--- src/rtl/sar_search_if.sv ---
// Comparator-side bundle for sar_search: start request, trial value out, verdict in, result out.
// The hold input only exists when SAR_CMP_HOLD_EN is defined.
interface sar_search_if #(
    parameter int WIDTH = 4
);
    logic             start;
    logic             cmp_gt;
`ifdef SAR_CMP_HOLD_EN
    logic             hold;
`endif
    logic [WIDTH-1:0] guess;
    logic             busy;
    logic             done;
    logic [WIDTH-1:0] result;

    modport master (
        output start,
        output cmp_gt,
`ifdef SAR_CMP_HOLD_EN
        output hold,
`endif
        input  guess,
        input  busy,
        input  done,
        input  result
    );

    modport slave (
        input  start,
        input  cmp_gt,
`ifdef SAR_CMP_HOLD_EN
        input  hold,
`endif
        output guess,
        output busy,
        output done,
        output result
    );
endinterface

--- src/rtl/sar_search.sv ---
// Successive-approximation search: binary-searches a target seen only through cmp_gt (guess > target).
// Define SAR_CMP_HOLD_EN to add a hold input that stalls the search for slow comparators.
module sar_search #(
    parameter int WIDTH = 4
) (
    input  logic        clk,
    input  logic        rst,
    sar_search_if.slave sar
);
    localparam int IW = (WIDTH > 1) ? $clog2(WIDTH) : 1;

    typedef enum logic [1:0] {
        IDLE,
        SEARCH,
        DONE
    } state_t;

    state_t           state_q,  state_d;
    logic [WIDTH-1:0] guess_q,  guess_d;
    logic [WIDTH-1:0] result_q, result_d;
    logic [IW-1:0]    idx_q,    idx_d;
    logic             busy_q,   busy_d;
    logic             done_q,   done_d;
    logic [WIDTH-1:0] trial;
    logic             hold_req;

`ifdef SAR_CMP_HOLD_EN
    assign hold_req = sar.hold;
`else
    assign hold_req = 1'b0;
`endif

    always_comb begin
        // NOTE: every variable gets a default first so no path leaves it unassigned (no latches).
        state_d  = state_q;
        guess_d  = guess_q;
        result_d = result_q;
        idx_d    = idx_q;
        busy_d   = busy_q;
        done_d   = 1'b0;
        trial    = guess_q;

        case (state_q)
            IDLE: begin
                guess_d = '0;
                busy_d  = 1'b0;
                if (sar.start) begin
                    guess_d = {1'b1, {(WIDTH-1){1'b0}}};
                    idx_d   = IW'(WIDTH - 1);
                    busy_d  = 1'b1;
                    state_d = SEARCH;
                end
            end

            SEARCH: begin
                if (!hold_req) begin
                    // Resolve the current bit from the verdict, then arm the next lower bit.
                    if (sar.cmp_gt) begin
                        trial[idx_q] = 1'b0;
                    end
                    if (idx_q != '0) begin
                        trial[idx_q - 1'b1] = 1'b1;
                        idx_d               = idx_q - 1'b1;
                    end else begin
                        result_d = trial;
                        busy_d   = 1'b0;
                        done_d   = 1'b1;
                        state_d  = DONE;
                    end
                    guess_d = trial;
                end
            end

            DONE: begin
                guess_d = '0;
                busy_d  = 1'b0;
                idx_d   = IW'(WIDTH - 1);
                state_d = IDLE;
            end

            default: begin
                guess_d = '0;
                busy_d  = 1'b0;
                idx_d   = IW'(WIDTH - 1);
                state_d = IDLE;
            end
        endcase
    end

    always_ff @(posedge clk) begin
        // NOTE: sequential state uses non-blocking assignments so all flops update together at the edge.
        if (rst) begin
            state_q  <= IDLE;
            guess_q  <= '0;
            result_q <= '0;
            idx_q    <= IW'(WIDTH - 1);
            busy_q   <= 1'b0;
            done_q   <= 1'b0;
        end else begin
            state_q  <= state_d;
            guess_q  <= guess_d;
            result_q <= result_d;
            idx_q    <= idx_d;
            busy_q   <= busy_d;
            done_q   <= done_d;
        end
    end

    assign sar.guess  = guess_q;
    assign sar.busy   = busy_q;
    assign sar.done   = done_q;
    assign sar.result = result_q;
endmodule

--- src/flat_wrapper.sv ---
// flat-port wrapper written by rule: the top's interface ports become plain ports
module sar_search_flat 
#(
    parameter int WIDTH = 4
)
  (clk, rst, sar_start, sar_cmp_gt, sar_guess, sar_busy, sar_done, sar_result);
  sar_search_if #(.WIDTH(WIDTH)) sar_i ();
  input  logic clk;
  input  logic rst;
  input wire logic [$bits(sar_i.start)-1:0] sar_start;
  input wire logic [$bits(sar_i.cmp_gt)-1:0] sar_cmp_gt;
  output wire logic [$bits(sar_i.guess)-1:0] sar_guess;
  output wire logic [$bits(sar_i.busy)-1:0] sar_busy;
  output wire logic [$bits(sar_i.done)-1:0] sar_done;
  output wire logic [$bits(sar_i.result)-1:0] sar_result;
  assign sar_i.start = sar_start;
  assign sar_i.cmp_gt = sar_cmp_gt;
  assign sar_guess = sar_i.guess;
  assign sar_busy = sar_i.busy;
  assign sar_done = sar_i.done;
  assign sar_result = sar_i.result;
  sar_search #(.WIDTH(WIDTH)) u_core (.clk(clk), .rst(rst), .sar(sar_i));
endmodule
--- config.mk ---
export PLATFORM = sky130hd
export DESIGN_NAME = sar_search_flat
export DESIGN_NICKNAME = d
export VERILOG_FILES = /design/src/rtl/sar_search_if.sv /design/src/rtl/sar_search.sv /design/src/flat_wrapper.sv
export SDC_FILE = /design/constraint.sdc
export NUM_CORES = 1
export LEC_CHECK = 0
export BUFFER_PORTS_ARGS = -buffer_cell sky130_fd_sc_hd__buf_2
export CAP_MARGIN = 20
export CORE_AREA = 3 3 47 49
export CTS_CLUSTER_DIAMETER = 150
export DETAILED_ROUTE_END_ITERATION = 8
export DIE_AREA = 0 0 50 52
export PLACE_DENSITY = 0.61
export SLEW_MARGIN = 20
export SYNTH_ARGS = -nofsm -noshare
export SYNTH_HDL_FRONTEND = slang
export SYNTH_SLANG_ARGS = --single-unit
--- constraint.sdc ---
create_clock -name clk -period 1.5 [get_ports clk]
set_input_delay 0.075 -clock clk [delete_from_list [all_inputs] [get_ports clk]]
set_output_delay 0.075 -clock clk [all_outputs]
set_load 0.01 [all_outputs]
==> out/metrics.yaml <==
run_status:
  outcome: "complete, no violations"
floorplan:
  die_h_um: 52
  start_util_pct: 32.6
  die_area_um2: 2600
  die_w_um: 50
  io_pins: 14
  core_um2: 1900
  rows: 16
sta:
  tightestPinTransition_ns: 0.336
  period_share_pct: 89.5
  relSlewSlack_pct: 77.6
  finClkSkew_ns: 0.00524
  rsz0062_at_grt: "no"
  finalHoldViolations: 0
  fin_crit_ns: 1.34
  fmax_mhz: 745
  finalSetupTns_ns: 0
  setup_viol_count_final: 0
  slew_violations: 0
yosys:
  synth_area_leaders: "dfxtp_1 (45%), ha_1 (8.1%), a21oi_1 (7.3%)"
  synth_nets: 78
  ys_types: 23
  synth_top_area_cell: "dfxtp_1"
  synth_cells: 70
  yosysWarnings: 0
  syn_area_per_cell_um2: 8.85
  syn_area_um2: 619
  synth_top_area_share_pct: 45.3
  synth-seq-cells: 14
  yosysSeqAreaShare_pct: 45.3
route:
  viasPerCell: 4.51
  drtPass1Iterations: 4
  drt-wirelength-per-cell_um: 10.1
  ant_nets: 0
  drtIter0Drc: 10
  route.detailed.drc: 0
  num_vias: 510
  drt-total-wl_mm: 1.14
layout:
  fill_cells: 199
  fin_cells: 113
  drive_above_1_share_pct: 26.7
  final_cell_mix: "dfxtp_1 (14), buf_2 (13), nand2_1 (12)"
  final_common_cell: "dfxtp_1"
  syn_to_final_growth_pct: 19.8
  stdcell_area_um2: 742
  utilization_pct: 39.0
  nNetsFinal: 96
  n_antenna_cell: 0
worst_setup_path:
  cp.arrival_ns: 1.50
  cp-start-kind: "flop"
  crit_required_ns: 1.66
  end_kind: "flop"
  critPathKind: "reg -> reg"
  path_max_fanout: 10
power_and_ir_drop:
  vdd_drop_max_uv: 371
  finalPower_uw: 681
  p_leak_nw: 0.321
  power_density_nw_per_um2: 918
grt:
  grt_start_max_net_pins: 11
  grt_pass1_vias: 434
  overflow: 0
  grt_pass1_wl_mm: 1.79
  antenna_found_initial: 0
  track_usage_pct: 9.60
cts:
  worstSkewPairLatency_ns: 0.27
  htreeDepth: 1
  hold_buffers: 0
  cts_setup_buffers: 0
  clock_path_buffers: 2
  cts.sinks: 14
  cts_tree: "yes"
  numCtsBuffers: 3
  path_clk_slew_ns: 0.08
  root_buffer: "clkbuf_4"
  post_cts_resize_count: 0
placed_design:
  placed_cell_area_um2: 719
  port_buffers: 13
  gp_congestion: 0.794
  place_inst: 110
flow_run:
  maxCapViolations: 0
min_path:
  hp-class: "in -> reg"
[cell type report]
class / instances / area (um^2) / area share, %
clock buffer: 3 / 22.5 / 3.04
inverter: 2 / 7.51 / 1.01
multi-input combinational: 51 / 310 / 41.8
sequential: 14 / 280 / 37.8
tap: 27 / 33.8 / 4.55
timing repair buffer: 16 / 87.6 / 11.8
[metrics by stage]
step / worst slack (ns) / hold WS [ns]
finish: 0.158 / 0.0606
global route: 0.0416 / 0.0458
CTS: 0.145 / 0.0477
detailed placement: 0.173 / 0.339
global placement: 0.220 / 0.331
floorplan: 0.232 / 0.259
[sequential cells by signal, summed over array words and instances (netlist names)]
signal	cells
u_core.sar.guess	4
u_core.sar.result	4
u_core.idx_q	2
u_core.state_q	2
u_core.sar.busy	1
u_core.sar.done	1
[where the power goes]
part           switching (mW)  total (mW)  internal (mW)
Combinational          0.0482      0.0870         0.0388
Sequential            0.00936       0.394          0.385
Clock                   0.107       0.200         0.0929
[kinds of logic (layout without fill, tap and decap cells)]
group	count (synthesis)	in the layout	synth area share, %
AND/OR/NAND/NOR	29	29	23.8
AO/OA/AOI/OAI	16	16	15.2
flip-flops	14	14	45.3
buffers and inverters	5	21	4.65
adder cells (fa/ha/maj)	4	4	8.08
XOR/XNOR	1	1	1.41
multiplexers	1	1	1.62
[worst max-delay path, cell delays in order (launching register included)]
cell and delay [ns]:
dfxtp_1 0.32, inv_1 0.10, ha_1 0.37, nand3b_1 0.25
nand2_1 0.13, a21oi_1 0.06
[cell usage after synthesis (all sizes together)]
master / count
and3b: 1
xnor2: 1
dfxtp: 14
mux2i: 1
a21oi: 10
or2: 1
buf: 2
o21ai: 2
and2b: 1
nand3: 4
nand3b: 2
a21o: 1
ha: 4
nor2: 6
nand2b: 2
nand2: 12
a21boi: 1
clkbuf: 1
inv: 2
o211ai: 2
[final timing paths]
check | from | end | slack, ns | cells past startpoint
worst max-delay path | u_core.idx_q[1] | u_core.sar.result[1] | 0.16 | 5
worst min-delay path | rst | u_core.sar.result[0] | 0.06 | 2
worst max register to register | u_core.idx_q[1] | u_core.sar.result[1] | 0.16 | 5
worst min register to register | u_core.sar.result[3] | u_core.sar.result[3] | 0.46 | 2
[metal layers]
layer | vias to the layer above | global-route usage (%) | wire, um
met4 | 0 | 4.15 | 9
met3 | 2 | 6.02 | 79
met1 | 229 | 11.1 | 543
met5 | - | 0 | 0
met2 | 14 | 13.9 | 505
li1 | 265 | - | -
No activity file was read; power rests on OpenSTA's default activity.
